`src/rtl/unidade_entrada_dados_pkg.sv`:
```
// Shared definitions for the IN-instruction input unit: FSM encoding and
// datapath width.
package unidade_entrada_dados_pkg;

  localparam int LARGURA_DADOS = 32;

  typedef enum logic [1:0] {
    OCIOSO       = 2'd0,
    ESPERA_PRESS = 2'd1,
    ESPERA_SOLTA = 2'd2,
    PRONTO       = 2'd3
  } estado_t;

  // Counter width able to hold CICLOS_DEBOUNCE-1.
  function automatic int largura_contador(input int ciclos);
    return (ciclos <= 2) ? 1 : $clog2(ciclos);
  endfunction

endpackage

```
`src/rtl/unidade_entrada_dados_if.sv`:
```
// Board/UC side bus of the input unit: IN request, switches, button, captured
// data, stall and operator indicator.
interface unidade_entrada_dados_if #(
  parameter int LARGURA_CHAVES = 16
);
  import unidade_entrada_dados_pkg::*;

  logic                      ctrl_entrada;
  logic [LARGURA_CHAVES-1:0] chaves;
  logic                      botao;
  logic [LARGURA_DADOS-1:0]  entrada_dados;
  logic                      pausa;
  logic                      aguardando;

  modport master (
    output ctrl_entrada,
    output chaves,
    output botao,
    input  entrada_dados,
    input  pausa,
    input  aguardando
  );

  modport slave (
    input  ctrl_entrada,
    input  chaves,
    input  botao,
    output entrada_dados,
    output pausa,
    output aguardando
  );

endinterface

```
`src/rtl/unidade_entrada_dados_debounce_botao.sv`:
```
// Two-flop synchronizer plus stability counter for a raw board button;
// produces the debounced level and a one-cycle rising-edge pulse.
module debounce_botao
  import unidade_entrada_dados_pkg::*;
#(
  parameter int CICLOS_DEBOUNCE = 50000
) (
  input  logic clock,
  input  logic reset,
  input  logic botao,
  output logic botao_estavel,
  output logic botao_sobe
);

  localparam int                     LARGURA_CNT = largura_contador(CICLOS_DEBOUNCE);
  localparam logic [LARGURA_CNT-1:0] LIMITE      = LARGURA_CNT'(CICLOS_DEBOUNCE - 1);

  logic                   sinc_p0;
  logic                   sinc_p1;
  logic [LARGURA_CNT-1:0] contador;
  logic                   aceita;

  // Accept on the CICLOS_DEBOUNCE-th consecutive cycle of disagreement.
  assign aceita = (sinc_p1 != botao_estavel) && (contador == LIMITE);

  always_ff @(posedge clock or negedge reset) begin
    if (!reset) begin
      sinc_p0       <= 1'b0;
      sinc_p1       <= 1'b0;
      contador      <= '0;
      botao_estavel <= 1'b0;
      botao_sobe    <= 1'b0;
    end else begin
      // Synchronizer stages p0 -> p1
      sinc_p0 <= botao;
      sinc_p1 <= sinc_p0;

      if ((sinc_p1 == botao_estavel) || aceita) begin
        contador <= '0;
      end else begin
        contador <= contador + 1'b1;
      end

      if (aceita) begin
        botao_estavel <= sinc_p1;
      end

      // Registered alongside the level so the pulse covers its first high cycle.
      botao_sobe <= aceita && sinc_p1;
    end
  end

endmodule

```
`src/rtl/unidade_entrada_dados.sv`:
```
// Input unit for IN instructions: stalls the CPU until the operator presses
// and releases the confirm button, then presents the zero-extended switches.
module unidade_entrada_dados
  import unidade_entrada_dados_pkg::*;
#(
  parameter int LARGURA_CHAVES  = 16,
  parameter int CICLOS_DEBOUNCE = 50000
) (
  input  logic                    clock,
  input  logic                    reset,
  unidade_entrada_dados_if.slave  barramento
);

  estado_t                   estado;
  estado_t                   proximo;
  logic                      captura;
  logic                      pausa;
  logic                      aguardando;
  logic                      botao_estavel;
  logic                      botao_sobe;
  logic [LARGURA_CHAVES-1:0] chaves_amostra;
  logic [LARGURA_DADOS-1:0]  dado;

  assign chaves_amostra = barramento.chaves;

  debounce_botao #(
    .CICLOS_DEBOUNCE (CICLOS_DEBOUNCE)
  ) u_debounce (
    .clock         (clock),
    .reset         (reset),
    .botao         (barramento.botao),
    .botao_estavel (botao_estavel),
    .botao_sobe    (botao_sobe)
  );

  always_ff @(posedge clock or negedge reset) begin
    if (!reset) begin
      estado <= OCIOSO;
    end else begin
      estado <= proximo;
    end
  end

  // Unsigned cast zero-extends the switches to the datapath width.
  always_ff @(posedge clock or negedge reset) begin
    if (!reset) begin
      dado <= '0;
    end else if (captura) begin
      dado <= LARGURA_DADOS'(chaves_amostra);
    end
  end

  always_comb begin
    proximo    = estado;
    captura    = 1'b0;
    pausa      = 1'b0;
    aguardando = 1'b0;
    unique case (estado)
      OCIOSO: begin
        // Stall in the decode cycle itself so the PC never moves past the IN.
        pausa = barramento.ctrl_entrada;
        if (barramento.ctrl_entrada) begin
          proximo = ESPERA_PRESS;
        end
      end
      ESPERA_PRESS: begin
        pausa      = 1'b1;
        aguardando = 1'b1;
        if (!barramento.ctrl_entrada) begin
          proximo = OCIOSO;
        end else if (botao_sobe) begin
          captura = 1'b1;
          proximo = ESPERA_SOLTA;
        end
      end
      ESPERA_SOLTA: begin
        pausa = 1'b1;
        if (!barramento.ctrl_entrada) begin
          proximo = OCIOSO;
        end else if (!botao_estavel) begin
          proximo = PRONTO;
        end
      end
      PRONTO: begin
        proximo = OCIOSO;
      end
      default: begin
        proximo = OCIOSO;
      end
    endcase
  end

  assign barramento.entrada_dados = dado;
  assign barramento.pausa         = pausa;
  assign barramento.aguardando    = aguardando;

endmodule

```
`src/flat_wrapper.sv`:
```
// flat-port wrapper written by rule: the top's interface ports become plain ports
module unidade_entrada_dados_flat import unidade_entrada_dados_pkg::*;
#(
  parameter int LARGURA_CHAVES  = 16,
  parameter int CICLOS_DEBOUNCE = 50000
)
  (clock, reset, barramento_ctrl_entrada, barramento_chaves, barramento_botao, barramento_entrada_dados, barramento_pausa, barramento_aguardando);
  unidade_entrada_dados_if #(.LARGURA_CHAVES(LARGURA_CHAVES)) barramento_i ();
  input  logic clock;
  input  logic reset;
  input wire logic [$bits(barramento_i.ctrl_entrada)-1:0] barramento_ctrl_entrada;
  input wire logic [$bits(barramento_i.chaves)-1:0] barramento_chaves;
  input wire logic [$bits(barramento_i.botao)-1:0] barramento_botao;
  output wire logic [$bits(barramento_i.entrada_dados)-1:0] barramento_entrada_dados;
  output wire logic [$bits(barramento_i.pausa)-1:0] barramento_pausa;
  output wire logic [$bits(barramento_i.aguardando)-1:0] barramento_aguardando;
  assign barramento_i.ctrl_entrada = barramento_ctrl_entrada;
  assign barramento_i.chaves = barramento_chaves;
  assign barramento_i.botao = barramento_botao;
  assign barramento_entrada_dados = barramento_i.entrada_dados;
  assign barramento_pausa = barramento_i.pausa;
  assign barramento_aguardando = barramento_i.aguardando;
  unidade_entrada_dados #(.LARGURA_CHAVES(LARGURA_CHAVES), .CICLOS_DEBOUNCE(CICLOS_DEBOUNCE)) u_core (.clock(clock), .reset(reset), .barramento(barramento_i));
endmodule
```
`config.mk`:
```
export PLATFORM = sky130hd
export DESIGN_NAME = unidade_entrada_dados_flat
export DESIGN_NICKNAME = d
export VERILOG_FILES = /design/src/rtl/unidade_entrada_dados_pkg.sv /design/src/rtl/unidade_entrada_dados_if.sv /design/src/rtl/unidade_entrada_dados_debounce_botao.sv /design/src/rtl/unidade_entrada_dados.sv /design/src/flat_wrapper.sv
export SDC_FILE = /design/constraint.sdc
export NUM_CORES = 1
export LEC_CHECK = 0
export ABC_CLOCK_PERIOD_IN_PS = 2850
export CAP_MARGIN = 20
export CORE_UTILIZATION = 35
export CTS_CLUSTER_SIZE = 16
export DETAILED_ROUTE_END_ITERATION = 7
export GPL_TIMING_DRIVEN = 0
export HOLD_SLACK_MARGIN = 0.05
export PLACE_DENSITY = 0.61
export SETUP_SLACK_MARGIN = 0.3
export SLEW_MARGIN = 40
export SYNTH_ARGS = -nofsm -noshare
export SYNTH_HDL_FRONTEND = slang
export SYNTH_HIERARCHICAL = 1
export SYNTH_SLANG_ARGS = --single-unit
```
`constraint.sdc`:
```
create_clock -name clock -period 2.85 [get_ports clock]
set_input_delay 0.285 -clock clock [delete_from_list [all_inputs] [get_ports clock]]
set_output_delay 0.285 -clock clock [all_outputs]
set_load 0.01 [all_outputs]
```
==> key figures, run 1 <==
Worst setup path
  – CP Buf/Inv Count: 2
  – Critical Path End Type: primary output
  – CP max FO: 6
  – Critical path's top delay family: buffers and inverters
  – Worst Path Required: approximately 2.6 ns
  – Crit path arrival time: approximately 1.8 ns
  – CP Class: reg -> out
  – CP cell instances: inv_1 -> ha_1 -> a21oi_1 -> nor2_1 -> clkdlybuf4s50_1
  – Crit start category: flip-flop
  – CP max-delay cell: clkdlybuf4s50_1
  – Crit path largest cell delay: between 0.5 and 0.6 ns

Synth
  – Avg Cell Area, Syn: between 10 and 15 um^2
  – Register area share after synthesis: 0.4922
  – Post-synthesis instance total: about 160
  – Main synth FF type: dfrtp_1
  – Yosys warning count: 6
  – Top cell type's share of synthesized area: 0.4922
  – Ys async rst share: 1.000
  – Synth unique cells: 34
  – Post-synth EDFFs: 0
  – Largest cells by area after synthesis: dfrtp_1 (49%), mux2_4 (7.8%), buf_4 (7.0%)
  – Seq cells post-synth: 38
  – Synth area leader: dfrtp_1
  – Syn Std Cell Area: between 1500 and 2000 um^2

Placement
  – Area after DPL: between 2000 and 2500 um^2
  – Post-place setup slack: slightly above 0.9 ns
  – Placed Cells: around 290
  – # port buffers: 37
  – Placed wire-length estimate: ~2300 um
  – GPL Wtd Cong: around 0.77

STA
  – Fin. Hold Viols: 0
  – Worst setup margin: around 0.8 ns
  – Final Setup Violations: 0
  – Final TNS setup: 0 ns
  – Max frequency: between 0.4 and 0.5 GHz
  – Final clock skew: between 0.006 and 0.007 ns
  – Period utilisation layout: 0.7202
  – Tmin final: slightly above 2 ns
  – RSZ-0062 raised after global routing: false
  – Fin. max-slew vios: 0

Clock network
  – Max Root-Sink Buffers: 2
  – Worst-path clk slew: about 0.08 ns
  – Root buf cell: clkbuf_8
  – H-tree Lvls: 2
  – TritonCTS Buffers: 5
  – PostCTS Resize Cnt: 0
  – Clock sinks: 38
  – CTS tree: built
  – Worst-Skew Late Latency: 0.29 ns

Floorplanning
  – Die ar.: around 5800 um^2
  – Row count: 26
  – # IOs: 54
  – DIE WIDTH: 76.30 um
  – Die H: between 70 and 80 um
  – Core box area: ~5200 um^2
  – Initial core utilization: 0.3712

Global routing
  – Largest net degree at the start of global routing: 39
  – Initial antenna violation count: 0
  – Vias in the first global route: around 1.3k
  – Global Route Usage Sum: 0.1284
  – Grt ovf: 0
  – First-pass GRT wire length: between 5000 and 6000 um

Power
  – Switching Fraction: 0.2624
  – Clock Power Share: 0.328
  – P_sw: 305.5 uW
  – Peak supply drop: a little under 0.2 mV
  – Int Power: 858.9 uW
  – Total power: between 1 and 1.5 mW
  – Combinational power share: 0.181
  – P per Cell Area: 456.9 nW/um^2
  – Sequential share of power: 0.491
  – Leak: 1.175 nW

Route
  – Routed vias: approximately 1.3k
  – Avg Vias per Cell: roughly 4.5
  – DR pass1 iterations: 4
  – Drt total wl: 3350 um
  – Post-DR wirelength/cell: between 10 and 15 um
  – Detail Route Antenna Nets: 0
  – Drt drc: 0
  – Iter 0 DRT Violations: 53

Cells and area
  – Filler instances: around 500
  – Final non-filler cell total: ~300
  – Share of layout cells above drive strength 1: 0.2356
  – Final Cell Area: 2549 um^2
  – Layout area overhead: 31.93%
  – Fin nets: 250
  – # diodes: 0

Run
  – Maxcap violations: 0

Hold path
  – Min-delay worst type: reg -> reg

Status
  – Status: complete, no violations
-- timing repair --
action                                 4_1_cts  5_1_grt
hold buffers                                 1        0
setup endpoints to repair                    0        0
endpoints found under the hold margin       38        0
setup buffers                                0        0
-- Yosys cell counts (2+ instances only) --
master,count
dfrtp_1,38
buf_4,18
nor2_1,18
xnor2_1,11
mux2_4,10
mux2_2,7
ha_1,6
nand3_1,6
nand4_1,6
nor4_1,5
inv_1,4
nand2_1,4
xor2_1,4
a21oi_1,3
nor3_1,3
buf_6,2
o21ai_0,2
-- cells in the final DEF (no fill, tap or decap), types with 2 or more instances in the layout --
cell             count
clkbuf_8             6
buf_4               19
nor2_1              18
o21ai_0              2
buf_6                2
inv_1                4
a21oi_1              3
ha_1                 6
nand2_1              4
xnor2_1             11
xor2_1               4
nor3_1               3
dfrtp_1             38
conb_1              16
nand3_1              6
mux2_4              10
clkdlybuf4s50_1     36
nor4_1               5
nand4_1              6
mux2_2               7
-- final timing paths --
check,slack [ns],end,depth (start not counted),start
min reg2reg,0.35,u_core/u_debounce/sinc_p1,0,u_core/u_debounce/sinc_p0
max reg2reg,1.14,u_core/u_debounce/contador[14],6,u_core/u_debounce/contador[7]
min,0.35,u_core/u_debounce/sinc_p1,0,u_core/u_debounce/sinc_p0
max in group asynchronous,2.02,u_core/u_debounce/contador[1],2,reset
max,0.80,barramento_pausa,5,u_core/estado[0]
min in group asynchronous,0.50,u_core/u_debounce/contador[10],2,reset
-- cell type report --
cell class                 count  area, um^2  area share
inverter                       4       15.01    0.005891
sequential                    38       950.9      0.3731
buffer                        21       162.7     0.06382
tap                           70       87.58     0.03436
timing repair buffer          38       377.9      0.1483
clock inverter                 2       12.51    0.004909
clock buffer                   6       82.58     0.03240
multi-input combinational    116       859.6      0.3373
-- power groups by stage --
stage	sequential [mW]	combinational, mW	clock (mW)
3_3_place_gp	0.582	0.209	0
6_report	0.571	0.211	0.382
5_1_grt	0.574	0.233	0.418
4_1_cts	0.571	0.212	0.398
2_1_floorplan	0.578	0.126	0
3_5_place_dp	0.582	0.209	0
-- routing by layer --
layer	up-vias	global-route usage	wire, um
met5	-	0	0
met1	628	0.1687	1610
met2	43	0.1901	1513
li1	653	-	-
met4	0	0.06923	60
met3	5	0.03713	166
-- flip-flops by register name, indices dropped and copies added (netlist names) --
signal / count
u_core/barramento.entrada_dados: 16
u_core/estado: 2
u_core/u_debounce/botao_estavel: 1
u_core/u_debounce/botao_sobe: 1
u_core/u_debounce/contador: 16
u_core/u_debounce/sinc_p0: 1
u_core/u_debounce/sinc_p1: 1
-- stage by stage --
stage	util	hold WS, ns
after floorplan	-	-0.01059
after global placement	0.4700	0.3414
after detailed placement	0.4695	0.2867
after CTS	0.4897	0.3537
after global routing	0.4897	0.3566
final	0.4897	0.3521
-- cells by family (layout without fill, tap and decap cells) --
logic type	Yosys count	after routing	synth area share
XOR/XNOR	15	15	0.06800
adder cells (fa/ha/maj)	6	6	0.03886
AO/OA/AOI/OAI	7	7	0.02008
buffers and inverters	25	71	0.09196
other	1	16	0.001941
flip-flops	38	38	0.4922
multiplexers	17	17	0.1185
AND/OR/NAND/NOR	55	55	0.1684
(Power assumes the default switching activity.)
==> run 2: changes to the inputs <==
--- a/config.mk
+++ b/config.mk
@@ -5,14 +5,14 @@
 export SDC_FILE = /design/constraint.sdc
 export NUM_CORES = 1
 export LEC_CHECK = 0
-export ABC_CLOCK_PERIOD_IN_PS = 2850
+export ABC_CLOCK_PERIOD_IN_PS = 1700
 export CAP_MARGIN = 20
 export CORE_UTILIZATION = 35
 export CTS_CLUSTER_SIZE = 16
 export DETAILED_ROUTE_END_ITERATION = 7
 export GPL_TIMING_DRIVEN = 0
 export HOLD_SLACK_MARGIN = 0.05
-export PLACE_DENSITY = 0.61
+export PLACE_DENSITY = 0.63
 export SETUP_SLACK_MARGIN = 0.3
 export SLEW_MARGIN = 40
 export SYNTH_ARGS = -nofsm -noshare
==> constraint.sdc (replaced) <==
create_clock -name clock -period 1.7 [get_ports clock]
set_input_delay 0.17 -clock clock [delete_from_list [all_inputs] [get_ports clock]]
set_output_delay 0.17 -clock clock [all_outputs]
set_load 0.01 [all_outputs]
==> key figures, run 2 (synthesized netlist as in run 1, its figures left out) <==
Placement
  – # port buffers: 37 (unchanged)
  – GPL Wtd Cong: 0.7644 (was 0.7660)
  – Area after DPL: 2467 um^2 (was 2444 um^2)
  – Placed wire-length estimate: 2393 um (was 2319 um)

Cells and area
  – Final Cell Area: 2888 um^2 (was 2549 um^2)
  – Layout area overhead: 49.48% (was 31.93%)
  – Most frequent cells in the layout: dfrtp_1 (33), clkdlybuf4s50_1 (31), buf_4 (28), conb_1 (16), mux2_4 (12) (was dfrtp_1 (38), clkdlybuf4s50_1 (36), buf_4 (19), nor2_1 (18), conb_1 (16))
  – Fin nets: 264 (was 250)
  – Post-layout util: 0.5548 (was 0.4897)
  – Filler instances: 464 (was 498)
  – Most common cell after layout, fill and taps aside: dfrtp_1 (unchanged)
  – Share of layout cells above drive strength 1: 0.4328 (was 0.2356)
  – # diodes: 0 (unchanged)

Worst setup path
  – R2r startpoint: u_core/u_debounce/contador[7] (unchanged)
  – Critical Path End Type: flip-flop (was primary output)
  – Reg2Reg Setup Slack: 0.09 ns (was 1.14 ns)
  – CP Buf/Inv Count: 1 (was 2)
  – CP Class: reg -> reg (was reg -> out)
  – R2r worst-path depth: 5 (was 6)
  – Critical path depth: 5 (unchanged)
  – CP cell instances: buf_6 -> or4b_4 -> nor4_2 -> nand3_1 -> nor3b_2 (was inv_1 -> ha_1 -> a21oi_1 -> nor2_1 -> clkdlybuf4s50_1)
  – Crit start category: flip-flop (unchanged)
  – Worst Path Required: 1.90 ns (was 2.57 ns)
  – Critical path's top delay family: simple AND/OR/NAND/NOR gates (was buffers and inverters)
  – Crit path arrival time: 1.81 ns (was 1.77 ns)
  – CP max FO: 3 (was 6)
  – RR Endpoint: u_core/u_debounce/botao_sobe (was u_core/u_debounce/contador[14])
  – CP max-delay cell: or4b_4 (was clkdlybuf4s50_1)
  – Crit path largest cell delay: 0.51 ns (was 0.53 ns)

Power
  – Combinational power share: 0.235 (was 0.181)
  – Sequential share of power: 0.479 (was 0.491)
  – P per Cell Area: 688.0 nW/um^2 (was 456.9 nW/um^2)
  – Leak: 1.316 nW (was 1.175 nW)
  – Peak supply drop: 0.4707 mV (was 0.1977 mV)
  – Switching Fraction: 0.2696 (was 0.2624)
  – P_sw: 535.7 uW (was 305.5 uW)
  – Clock Power Share: 0.286 (was 0.328)
  – Int Power: 1.451 mW (was 858.9 uW)

STA
  – Hold WS: 0.3366 ns (was 0.3521 ns)
  – Final Setup Violations: 0 (unchanged)
  – Fin. max-slew vios: 0 (unchanged)
  – Fin. Hold Viols: 0 (unchanged)
  – RSZ-0062 raised after global routing: true (was false)
  – Period utilisation layout: 0.9487
  – Max frequency: around 0.62 GHz
  – Final clock skew: 0.003904 ns (was 0.006626 ns)
  – Tmin final: about 1.6 ns

Route
  – DR pass1 iterations: 4 (unchanged)
  – Drt total wl: 3811 um (was 3350 um)
  – Drt drc: 0 (unchanged)
  – Iter 0 DRT Violations: 52 (was 53)
  – Post-DR wirelength/cell: 12.37 um (was 11.36 um)
  – Avg Vias per Cell: 4.542 (was 4.505)
  – M1 WL: 1667 um (was 1610 um)
  – DR top layer: met4 (unchanged)
  – Met3 Wirelength: 165 um (was 166 um)
  – Detail Route Antenna Nets: 0 (unchanged)
  – WL met2: 1913 um (was 1513 um)
  – Routed vias: 1399 (was 1329)

Run
  – Maxcap violations: 0 (unchanged)

Floorplanning
  – DIE WIDTH: 76.30 um (unchanged)
  – Core box area: 5205 um^2 (unchanged)
  – Row count: 26 (unchanged)
  – Die ar.: 5821 um^2 (unchanged)
  – Die H: 76.30 um (unchanged)
  – # IOs: 54 (unchanged)
  – Initial core utilization: 0.3712 (unchanged)

Hold path
  – Min-delay worst type: in -> reg (was reg -> reg)
  – Worst hold path endpoint: u_core/u_debounce/sinc_p0 (was u_core/u_debounce/sinc_p1)
  – Min-delay src: barramento_botao (was u_core/u_debounce/sinc_p0)
  – Hold Crit Depth: 1 (was 0)

Global routing
  – Grt ovf: 0 (unchanged)
  – Initial antenna violation count: 0 (unchanged)
  – Global Route Usage Sum: 0.1336 (was 0.1284)
  – Vias in the first global route: 1367 (was 1265)
  – Largest net degree at the start of global routing: 39 (unchanged)
  – First-pass GRT wire length: 6189 um (was 5802 um)

Clock network
  – Worst-Skew Late Latency: 0.28 ns (was 0.29 ns)
  – Root buf cell: clkbuf_8 (unchanged)
  – TritonCTS Buffers: 5 (unchanged)
  – CTS tree: built (unchanged)
  – Clock sinks: 38 (unchanged)
  – Worst-path clk slew: 0.07 ns (was 0.08 ns)
  – Max Root-Sink Buffers: 2 (unchanged)
  – H-tree Lvls: 2 (unchanged)

Status
  – Status: complete, no violations (unchanged)
-- run 2: metal layers --
| metal | vias up | GRT usage |
|---|---|---|
| met1 | 677 | 0.1673 |
| li1 | 681 | - |
| met5 | - | 0 |
| met3 | 4 | 0.02754 |
| met4 | 0 | 0.07115 |
| met2 | 37 | 0.2162 |
-- run 2: area by class of cell --
cell class / count / area [um^2] / area share
Multi-Input combinational cell: 116 / 1047 / 0.3627
Sequential cell: 38 / 957.2 / 0.3315
Timing Repair Buffer: 52 / 515.5 / 0.1785
Buffer: 21 / 186.4 / 0.06456
Tap cell: 70 / 87.58 / 0.03033
Clock buffer: 5 / 68.82 / 0.02383
Inverter: 4 / 15.01 / 0.005199
Clock inverter: 2 / 10.01 / 0.003466
-- run 2: power groups by stage --
stage	Combinational [mW]	Sequential [mW]	Clock, mW
after floorplan	0.226	0.975	0
after global placement	0.362	0.982	0
after detailed placement	0.363	0.983	0
after CTS	0.407	0.949	0.593
after global routing	0.517	0.956	0.628
final	0.467	0.952	0.568
-- run 2: worst max path at each step --
stage	startpoint	endpoint	slack (ns)
floorplan	u_core/u_debounce/contador[7]	u_core/u_debounce/botao_sobe	0.27
global placement	reset	u_core/estado[0]	-0.45
detailed placement	u_core/estado[0]	barramento_pausa	0.02
CTS	u_core/u_debounce/contador[7]	u_core/u_debounce/botao_sobe	0.19
global route	u_core/u_debounce/contador[7]	u_core/u_debounce/botao_sobe	0.04
finish	u_core/u_debounce/contador[7]	u_core/u_debounce/botao_sobe	0.09
-- run 2: per-stage QoR --
step,TNS (ns),power [mW],cells,worst slack (ns)
after global placement,-17.03,1.344,286,-0.4502
after CTS,0,1.949,306,0.1882
final,0,1.987,308,0.08727
after detailed placement,0,1.345,286,0.01562
after global routing,0,2.101,308,0.04294
after floorplan,0,1.202,179,0.2663
-- run 2: repair_timing --
item / CTS / global route
setup buffers: 10 / 2
endpoints found under the setup margin: 25 / 38
pin swaps: 6 / 12
hold buffers: 1 / 0
hold endpoints to repair: 38 / 0
cloned: 2 / 0
gates resized for setup: 28 / 38
==> run 3: changes to the inputs <==
--- a/config.mk
+++ b/config.mk
@@ -5,14 +5,15 @@
 export SDC_FILE = /design/constraint.sdc
 export NUM_CORES = 1
 export LEC_CHECK = 0
+export ABC_AREA = 1
 export ABC_CLOCK_PERIOD_IN_PS = 1700
 export CAP_MARGIN = 20
-export CORE_UTILIZATION = 35
+export CORE_UTILIZATION = 44
 export CTS_CLUSTER_SIZE = 16
 export DETAILED_ROUTE_END_ITERATION = 7
 export GPL_TIMING_DRIVEN = 0
 export HOLD_SLACK_MARGIN = 0.05
-export PLACE_DENSITY = 0.63
+export PLACE_DENSITY = 0.75
 export SETUP_SLACK_MARGIN = 0.3
 export SLEW_MARGIN = 40
 export SYNTH_ARGS = -nofsm -noshare
==> key figures, run 3 <==
Synth
  – Largest cells by area after synthesis: dfrtp_1 (45%), nand2_1 (11%), o21ai_2 (6.7%) (was dfrtp_1 (49%), mux2_4 (7.8%), buf_4 (7.0%))
  – Register area share after synthesis: 0.4543 (was 0.4922)
  – Post-synthesis instance total: 247 (was 164)
  – Top cell type's share of synthesized area: 0.4543 (was 0.4922)
  – Ys async rst share: 1.000 (unchanged)
  – Yosys warning count: 6 (unchanged)
  – Syn Std Cell Area: 2093 um^2 (was 1932 um^2)
  – Synth area leader: dfrtp_1 (unchanged)
  – Post-synth EDFFs: 0 (unchanged)
  – Seq cells post-synth: 38 (unchanged)
  – Synth unique cells: 27 (was 34)
  – Main synth FF type: dfrtp_1 (unchanged)
  – Top post-synthesis cells by count: nand2_1 (63), dfrtp_1 (38), inv_1 (34), nor2_1 (28) (was dfrtp_1 (38), buf_4 (18), nor2_1 (18), xnor2_1 (11), mux2_4 (10))
  – Dominant cell by count in the synthesized netlist: nand2_1 (was dfrtp_1)
  – Avg Cell Area, Syn: 8.475 um^2 (was 11.78 um^2)

STA
  – Final Setup Violations: 0 (unchanged)
  – RSZ-0062 raised after global routing: true (unchanged)
  – Fin. max-slew vios: 0 (unchanged)
  – Worst setup margin: 0.2623 ns (was 0.08727 ns)
  – Final TNS setup: 0 ns (unchanged)
  – Tmin final: 1.438 ns (was 1.613 ns)
  – Period utilisation layout: 0.8457 (was 0.9487)
  – Max frequency: 0.6955 GHz (was 0.6201 GHz)
  – Final clock skew: 0.01041 ns (was 0.003904 ns)
  – Fin. Hold Viols: 0 (unchanged)

Route
  – Avg Vias per Cell: 4.641 (was 4.542)
  – Routed vias: 1731 (was 1399)
  – Drt drc: 2 (was 0)
  – Drt total wl: 4288 um (was 3811 um)
  – Detail Route Antenna Nets: 0 (unchanged)
  – DR pass1 iterations: 8 (was 4)
  – Post-DR wirelength/cell: 11.50 um (was 12.37 um)
  – Iter 0 DRT Violations: 69 (was 52)

Power
  – Clock Power Share: 0.309 (was 0.286)
  – Total power: 2.428 mW (was 1.987 mW)
  – P per Cell Area: 832.8 nW/um^2 (was 688.0 nW/um^2)
  – Leak: 1.558 nW (was 1.316 nW)
  – Sequential share of power: 0.398 (was 0.479)
  – Combinational power share: 0.292 (was 0.235)
  – Peak supply drop: 0.4644 mV (was 0.4707 mV)
  – P_sw: 676.0 uW (was 535.7 uW)
  – Switching Fraction: 0.2784 (was 0.2696)
  – Int Power: 1.752 mW (was 1.451 mW)

Worst setup path
  – Crit. Startpoint: u_core/estado[0] (was u_core/u_debounce/contador[7])
  – CP max-delay cell: dfrtp_2 (was or4b_4)
  – Crit path arrival time: 1.27 ns (was 1.81 ns)
  – CP Buf/Inv Count: 2 (was 1)
  – Reg2Reg Setup Slack: 0.27 ns (was 0.09 ns)
  – CP max FO: 4 (was 3)
  – Crit start category: flip-flop (unchanged)
  – Critical path's top delay family: flip-flops (was simple AND/OR/NAND/NOR gates)
  – CP cell instances: buf_6 -> ha_1 -> a21oi_2 -> buf_2 (was buf_6 -> or4b_4 -> nor4_2 -> nand3_1 -> nor3b_2)
  – RR Endpoint: u_core/u_debounce/contador[8] (was u_core/u_debounce/botao_sobe)
  – Worst Path Required: 1.53 ns (was 1.90 ns)
  – Critical Path End Type: primary output (was flip-flop)
  – Crit path largest cell delay: 0.42 ns (was 0.51 ns)
  – CP Class: reg -> out (was reg -> reg)
  – R2r startpoint: u_core/u_debounce/contador[1] (was u_core/u_debounce/contador[7])
  – R2r worst-path depth: 7 (was 5)

Cells and area
  – Multi-input gate area: 978.4 um^2 (was 1047 um^2)
  – Register Area: 952.2 um^2 (was 957.2 um^2)
  – # diodes: 0 (unchanged)
  – Filler instances: 379 (was 464)
  – Most common cell after layout, fill and taps aside: nand2_1 (was dfrtp_1)
  – Final Cell Area: 2915 um^2 (was 2888 um^2)
  – Share of layout cells above drive strength 1: 0.2710 (was 0.4328)
  – Fin nets: 346 (was 264)
  – Layout area overhead: 39.27% (was 49.48%)
  – Most frequent cells in the layout: nand2_1 (62), dfrtp_1 (37), inv_1 (32), buf_4 (28), clkdlybuf4s50_1 (26) (was dfrtp_1 (33), clkdlybuf4s50_1 (31), buf_4 (28), conb_1 (16), mux2_4 (12))

Placement
  – Placed wire-length estimate: 2776 um (was 2393 um)
  – Post-place setup slack: -0.06624 ns (was 0.01562 ns)
  – GPL Wtd Cong: 0.8485 (was 0.7644)
  – # port buffers: 37 (unchanged)
  – Area after DPL: 2582 um^2 (was 2467 um^2)

Floorplanning
  – # IOs: 54 (unchanged)
  – DIE WIDTH: 70.98 um (was 76.30 um)
  – Row count: 24 (was 26)
  – Initial core utilization: 0.4678 (was 0.3712)
  – Core box area: 4474 um^2 (was 5205 um^2)
  – Die H: 70.98 um (was 76.30 um)
  – Die ar.: 5037 um^2 (was 5821 um^2)

Global routing
  – Largest net degree at the start of global routing: 39 (unchanged)
  – Vias in the first global route: 1604 (was 1367)
  – Initial antenna violation count: 0 (unchanged)
  – First-pass GRT wire length: 6900 um (was 6189 um)
  – Grt met2 use: 0.2959 (was 0.2162)
  – Grt ovf: 0 (unchanged)
  – Global Route Usage Sum: 0.1780 (was 0.1336)
  – Grt met1 use: 0.2040 (was 0.1673)
  – Met3 Usage GRT: 0.06410 (was 0.02754)
  – Busiest grt layer: met2 (unchanged)

Hold path
  – Worst hold path endpoint: u_core/u_debounce/sinc_p0 (unchanged)
  – Min-delay worst type: in -> reg (unchanged)
  – Hold Crit Depth: 1 (unchanged)
  – Min-delay src: barramento_botao (unchanged)

Clock network
  – Worst-path clk slew: 0.08 ns (was 0.07 ns)
  – Root buf cell: clkbuf_8 (unchanged)
  – CTS tree: built (unchanged)
  – Clock sinks: 38 (unchanged)
  – Max Root-Sink Buffers: 2 (unchanged)
  – TritonCTS Buffers: 5 (unchanged)
  – H-tree Lvls: 2 (unchanged)
  – Worst-Skew Late Latency: 0.29 ns (was 0.28 ns)

Status
  – Status: complete, but fails checks (was complete, no violations)
  – Failing checks: design-rule violations

Run
  – Maxcap violations: 0 (unchanged)
run 3: area by class of cell:
type                       count  area share
sequential                    38      0.3266
tap                           52     0.02232
buffer                        20     0.05794
multi-input combinational    169      0.3356
timing repair buffer          51      0.1760
clock buffer                   7     0.02618
clock inverter                 1     0.01030
inverter                      35     0.04506
run 3: worst register-to-register path, delay by kind of cell, from the launching register on:
| family | cells | cell delay (ns) |
|---|---|---|
| flops | 1 | 0.41 |
| buf+inv | 1 | 0.17 |
| fa+ha+maj | 1 | 0.17 |
| simple gates | 5 | 0.56 |
run 3: power by group through the flow:
stage	combinational [mW]	sequential [mW]	clock [mW]
4_1_cts	0.546	0.959	0.772
2_1_floorplan	0.277	0.981	0
5_1_grt	0.776	0.969	0.805
6_report	0.710	0.967	0.751
3_3_place_gp	0.446	0.988	0
3_5_place_dp	0.448	0.992	0
run 3: how the worst max path moves through the flow:
stage	endpoint	depth (start not counted)
after global routing	barramento_pausa	5
after floorplan	u_core/u_debounce/contador[5]	7
after global placement	u_core/estado[0]	1
final	barramento_pausa	4
after detailed placement	barramento_pausa	4
after CTS	barramento_pausa	5
run 3: repair_timing:
item,CTS,global route
gates cloned,0,1
hold buffers,1,0
resized for setup,15,24
buffers inserted,4,8
pin swaps,1,5
endpoints found under the setup margin,12,21
hold endpoints to repair,38,0
run 3: logic make-up after synthesis:
logic type,share of synthesized area
AO/OA/AOI/OAI,0.08965
XOR/XNOR,0.02510
adder cells (fa/ha/maj),0.03586
buffers and inverters,0.1435
flip-flops,0.4543
other,0.001791
AND/OR/NAND/NOR,0.2499
run 3: through the flow:
step | utilization | instances | hold WS (ns)
2_1_floorplan | - | 262 | -0.1256
3_3_place_gp | 0.5777 | 351 | 0.3324
3_5_place_dp | 0.5772 | 351 | 0.1741
4_1_cts | 0.6135 | 364 | 0.3203
5_1_grt | 0.6516 | 373 | 0.3144
6_report | 0.6516 | 373 | 0.3256
run 3: per-layer routing:
layer / wire length [um] / vias up
met1: 1810 / 800
li1: - / 867
met2: 2075 / 57
met5: 0 / -
met3: 299 / 7
met4: 102 / 0
